===== config.mk =====
export PLATFORM = sky130hd
export DESIGN_NAME = imm_gen_pipe
export DESIGN_NICKNAME = d
export VERILOG_FILES = /design/src/rtl/imm_gen_pipe.sv
export SDC_FILE = /design/constraint.sdc
export NUM_CORES = 1
export LEC_CHECK = 0
export CORE_MARGIN = 1
export CORE_UTILIZATION = 31
export DETAILED_ROUTE_END_ITERATION = 8
export DONT_BUFFER_PORTS = 1
export PLACE_DENSITY = 0.53
export SYNTH_ARGS = -nofsm -noshare
export SYNTH_HDL_FRONTEND = slang
export SYNTH_SLANG_ARGS = --single-unit

===== constraint.sdc =====
create_clock -name clk -period 3.5 [get_ports clk]
set_clock_uncertainty 0.1 [all_clocks]
set_input_delay 0.7 -clock clk [delete_from_list [all_inputs] [get_ports clk]]
set_output_delay 0.7 -clock clk [all_outputs]
set_load 0.05 [all_outputs]

===== src/rtl/imm_gen_pipe.sv =====
// rtl/imm_gen_pipe.sv - pipelined RISC-V immediate generator with back-pressure and flush
module imm_gen_pipe #(
    parameter int XLEN   = 32,
    parameter int STAGES = 1,
    parameter int CNT_W  = 16
) (
    input  logic              clk,
    input  logic              rst_n,
    input  logic              flush,
    input  logic              in_valid,
    output logic              in_ready,
    input  logic [31:0]       instruction,
    output logic              out_valid,
    input  logic              out_ready,
    output logic [XLEN-1:0]   imm_value,
    output logic [2:0]        imm_fmt,
    output logic              illegal,
    output logic [CNT_W-1:0]  illegal_count
);

    localparam logic [2:0] FMT_NONE  = 3'd0;
    localparam logic [2:0] FMT_I     = 3'd1;
    localparam logic [2:0] FMT_S     = 3'd2;
    localparam logic [2:0] FMT_B     = 3'd3;
    localparam logic [2:0] FMT_U     = 3'd4;
    localparam logic [2:0] FMT_J     = 3'd5;
    localparam logic [2:0] FMT_SHAMT = 3'd6;
    localparam logic [2:0] FMT_ILL   = 3'd7;
    localparam int         LAST      = STAGES - 1;

    logic [6:0]      opcode;
    logic [2:0]      funct3;
    logic [31:0]     dec_imm32;
    logic [2:0]      dec_fmt;
    logic [XLEN-1:0] dec_imm;

    assign opcode = instruction[6:0];
    assign funct3 = instruction[14:12];

    // Every format fits in 32 bits sign-extended; widening to XLEN is a plain sign extension.
    always_comb begin
        dec_imm32 = '0;
        dec_fmt   = FMT_ILL;
        case (opcode)
            7'b0010011: begin
                if (funct3 == 3'b001 || funct3 == 3'b101) begin
                    dec_fmt   = FMT_SHAMT;
                    dec_imm32 = (XLEN == 64) ? {26'b0, instruction[25:20]}
                                             : {27'b0, instruction[24:20]};
                end else begin
                    dec_fmt   = FMT_I;
                    dec_imm32 = {{20{instruction[31]}}, instruction[31:20]};
                end
            end
            7'b0000011, 7'b1100111, 7'b0001111, 7'b1110011: begin
                dec_fmt   = FMT_I;
                dec_imm32 = {{20{instruction[31]}}, instruction[31:20]};
            end
            7'b0100011: begin
                dec_fmt   = FMT_S;
                dec_imm32 = {{20{instruction[31]}}, instruction[31:25], instruction[11:7]};
            end
            7'b1100011: begin
                dec_fmt   = FMT_B;
                dec_imm32 = {{19{instruction[31]}}, instruction[31], instruction[7],
                             instruction[30:25], instruction[11:8], 1'b0};
            end
            7'b0110111, 7'b0010111: begin
                dec_fmt   = FMT_U;
                dec_imm32 = {instruction[31:12], 12'b0};
            end
            7'b1101111: begin
                dec_fmt   = FMT_J;
                dec_imm32 = {{11{instruction[31]}}, instruction[31], instruction[19:12],
                             instruction[20], instruction[30:21], 1'b0};
            end
            7'b0110011: begin
                dec_fmt   = FMT_NONE;
                dec_imm32 = '0;
            end
            default: begin
                dec_fmt   = FMT_ILL;
                dec_imm32 = '0;
            end
        endcase
    end

    assign dec_imm = XLEN'($signed(dec_imm32));

    logic [STAGES-1:0]            v_q;
    logic [STAGES-1:0][XLEN-1:0]  imm_q;
    logic [STAGES-1:0][2:0]       fmt_q;
    logic [STAGES:0]              ld;
    logic [STAGES-1:0]            src_v;
    logic [STAGES-1:0][XLEN-1:0]  src_imm;
    logic [STAGES-1:0][2:0]       src_fmt;

    // ld[k]: stage k may load this cycle; ld[STAGES] stands for the consumer.
    always_comb begin
        ld         = '0;
        ld[STAGES] = out_ready;
        for (int k = STAGES - 1; k >= 0; k--) begin
            ld[k] = !v_q[k] || ld[k+1];
        end
    end

    assign in_ready = !flush && ld[0];

    always_comb begin
        src_v      = '0;
        src_imm    = '0;
        src_fmt    = '0;
        src_v[0]   = in_valid && in_ready;
        src_imm[0] = dec_imm;
        src_fmt[0] = dec_fmt;
        for (int k = 1; k < STAGES; k++) begin
            src_v[k]   = v_q[k-1];
            src_imm[k] = imm_q[k-1];
            src_fmt[k] = fmt_q[k-1];
        end
    end

    always_ff @(posedge clk or negedge rst_n) begin
        if (!rst_n) begin
            v_q   <= '0;
            imm_q <= '0;
            fmt_q <= '0;
        end else if (flush) begin
            v_q <= '0;
        end else begin
            for (int k = 0; k < STAGES; k++) begin
                if (ld[k]) begin
                    v_q[k] <= src_v[k];
                    if (src_v[k]) begin
                        imm_q[k] <= src_imm[k];
                        fmt_q[k] <= src_fmt[k];
                    end
                end
            end
        end
    end

    logic             deq;
    logic [CNT_W-1:0] cnt_q;
    logic [CNT_W-1:0] cnt_d;

    // Delivery still counts in a flush cycle, so the counter ignores flush.
    assign deq = v_q[LAST] && out_ready;

    always_comb begin
        cnt_d = cnt_q;
        if (deq && fmt_q[LAST] == FMT_ILL && cnt_q != {CNT_W{1'b1}}) begin
            cnt_d = cnt_q + CNT_W'(1);
        end
    end

    always_ff @(posedge clk or negedge rst_n) begin
        if (!rst_n) begin
            cnt_q <= '0;
        end else begin
            cnt_q <= cnt_d;
        end
    end

    assign out_valid     = v_q[LAST];
    assign imm_value     = imm_q[LAST];
    assign imm_fmt       = fmt_q[LAST];
    assign illegal       = (fmt_q[LAST] == FMT_ILL);
    assign illegal_count = cnt_q;

endmodule


==> flow_summary.json <==
{
  "async_reset_ff_share_pct": 100,
  "syn_area_per_cell_sq_um": 10.0,
  "p_seq_share_pct": 62.2,
  "io_buffers": 0,
  "period_needed_ns": 2.41,
  "grt_max_degree": 53,
  "postCtsSetupBuffers": 0,
  "cp.buffers_inverters": 1,
  "yosysMostFrequentCell": "dfrtp_1",
  "synth_top_family_by_area": "compound AO/OA/AOI/OAI gates",
  "synth_nets": 311,
  "wl_microns": 6710,
  "ys_top_cells_by_count": "dfrtp_1, nand2_1, a22oi_1",
  "power_density_mw_per_mm2": 430,
  "final_antenna_net_count": 0,
  "swShare_pct": 33.2,
  "grt.overflow.total": 0,
  "reg2reg_depth": 6,
  "synth-simple-area-share_pct": 18.9,
  "synth_largest_area_cell": "dfrtp_1",
  "critPathSlowestCell": "dfrtp_1",
  "clockRootBuffer": "clkbuf_8",
  "synthDistinctLibCells": 51,
  "rsz0062_at_grt": "false",
  "ys_ff_latch": 52,
  "antenna_found_initial": 0,
  "setup_viol": 0,
  "cts_buffer_depth": 2,
  "cp_max_fo": 4,
  "critPathTopFamily": "simple AND/OR/NAND/NOR gates",
  "crit_chain": "and3_1 -> buf_4 -> nand3_1 -> nor4_1 -> nand3_1 -> xnor2_1",
  "min-delay-path-class": "in2async",
  "grt_pass1_wl_microns": 10600,
  "use_met2_pct": 24.8,
  "synth_warnings": 0,
  "dieArea_sq_mm": 0.00920,
  "viasPerCell": 5.62,
  "ir_drop_v": 0.000221,
  "core_sq_mm": 0.00838,
  "gp_congestion": 0.817,
  "synth-edff-count": 0,
  "p_switching_w": 0.000417,
  "h-tree-depth": 2,
  "rows": 33,
  "synth-xor-area-share_pct": 4.16,
  "synth_compound_area_share_pct": 23.8,
  "vias": 2097,
  "synthMuxAreaShare_pct": 0.823,
  "n_fill_cell": 848,
  "synthCells": 273,
  "routedWlPerCell_microns": 18.0,
  "leakage_nw": 1.20,
  "crit_top_cell": "nand3_1",
  "finalNonFillerCells": 373,
  "critPathCaptureType": "flop",
  "clk_latency_ns": 0.30,
  "crit_type": "reg2reg",
  "synth_top_area_share_pct": 47.6,
  "startpoint": "imm_fmt[2]",
  "tns_ns": 0,
  "clkPwrFrac_pct": 27.9,
  "fmax_mhz": 416,
  "grt-busiest-layer": "met2",
  "fin_crit_sh_pct": 68.8,
  "p_comb_share_pct": 9.9,
  "drtPass1Iterations": 4,
  "rrSetupSlack_ns": 1.09,
  "num_antenna_cells": 0,
  "initial_utilization_pct": 32.6,
  "grt_pass1_vias": 1963,
  "cp.required_ns": 3.57,
  "seq_area_frac_synth_pct": 47.6,
  "drv_cap": 0,
  "die_w_microns": 95.9,
  "io_pins": 91,
  "slew_headroom_pct": 59.9,
  "gr-usage-met3_pct": 5.13,
  "fin_nets": 305,
  "arrival_ns": 2.47,
  "p_int_w": 0.000837,
  "drive_gt1_share_pct": 11.9,
  "synth-main-ff-cell": "dfrtp_1",
  "cpPeakStageDelay_ns": 0.68,
  "track_usage_pct": 15.0,
  "synth_area_sq_mm": 0.00274,
  "cp-start-kind": "flop",
  "use_met1_pct": 18.5,
  "hold_viol_final": 0,
  "r2r-end": "illegal_count[15]",
  "synth_fa_ha_area_share_pct": 0.457,
  "dp_hpwl_microns": 4930,
  "clk_pin_slew_ns": 0.09,
  "drc": 0,
  "drt_iter0_markers": 93,
  "syn_to_final_growth_pct": 6.59,
  "cts_tree": "done",
  "slew_violations": 0,
  "die_h_microns": 95.9,
  "rr_startpoint": "imm_fmt[2]",
  "tightestPinTransition_ns": 0.601,
  "place_inst": 364,
  "outcome": "finished clean",
  "synth_area_leaders": "dfrtp_1, a22oi_1, nand2_1",
  "ctsResizeCount": 0,
  "clock-sinks": 52,
  "cts_buffers": 5
}
## registers in the layout, indices dropped and copies added (netlist names)
signal / cells
out_valid: 1
imm_value: 32
imm_fmt: 3
illegal_count: 16
## layer usage
layer  share of wire, %  up-vias  wire [microns]
met5                  0        -               0
met4               0.83        0              56
met3                8.3        4             557
met2                 51       58            3410
met1                 40     1035            2690
li1                   -     1000               -
## how the worst max path moves through the flow
stage,cells after the start,slack [ns],endpoint
2_1_floorplan,7,0.91,imm_value[29]
3_3_place_gp,6,0.87,imm_value[11]
3_5_place_dp,6,0.85,imm_value[11]
4_1_cts,6,1.05,illegal_count[15]
5_1_grt,6,0.94,illegal_count[15]
6_report,6,1.09,illegal_count[15]
## stage by stage
stage | hold slack (ns) | setup slack, ns | total power, W | cell area [sq um] | utilization, %
4_1_cts | 0.152 | 1.05 | 0.00127 | 2920 | 34.8
5_1_grt | 0.162 | 0.935 | 0.00132 | 2920 | 34.8
3_3_place_gp | 0.306 | 0.866 | 0.000902 | 2800 | 33.4
3_5_place_dp | 0.306 | 0.855 | 0.000903 | 2800 | 33.4
6_report | 0.151 | 1.09 | 0.00125 | 2920 | 34.8
2_1_floorplan | 0.304 | 0.913 | 0.000881 | 2740 | -
## cell type report
cell class	instances	area [sq um]	area share [%]
clock buffer	8	90.1	3.09
multi-input combinational	199	1320	45.2
tap	105	131	4.51
sequential	52	1300	44.6
inverter	3	11.3	0.386
timing repair buffer	6	65.1	2.23
## power by group through the flow
stage	registers [W]	logic (W)	clock network [W]
final	0.000780	0.000125	0.000350
after global routing	0.000789	0.000145	0.000390
after CTS	0.000780	0.000127	0.000366
after detailed placement	0.000792	0.000111	0
after global placement	0.000791	0.000111	0
after floorplan	0.000781	0.0000998	0
## cell families after synthesis
family                   Yosys count
AND/OR/NAND/NOR                   98
AO/OA/AOI/OAI                     85
flip-flops                        52
buffers and inverters             22
XOR/XNOR                          13
multiplexers                       2
adder cells (fa/ha/maj)            1
## repair_timing
item                                    CTS  global route
endpoints found under the setup margin    0             0
hold endpoints to repair                 52             0
hold buffers                              1             0
## placed cells by master (no fill, tap or decap), types with 2 or more instances in the layout
master / n
xnor2_1: 6
clkbuf_8: 6
nand2b_1: 3
and2_1: 3
and3_1: 5
xor2_1: 7
o22a_1: 3
nor3b_2: 2
and4b_1: 2
and3b_1: 3
nand4_1: 5
nor2b_1: 3
o21ai_2: 10
dfrtp_1: 52
inv_1: 3
a21oi_1: 11
nor2_1: 9
a32oi_1: 6
o21ai_0: 10
nand3_1: 14
mux2_2: 2
and4_1: 2
a22oi_1: 21
o31ai_1: 3
nor3_1: 3
nor4_1: 2
clkbuf_1: 2
buf_4: 5
a22o_1: 6
o211ai_1: 2
nand2_1: 38
No activity file was read; power rests on OpenSTA's default activity.
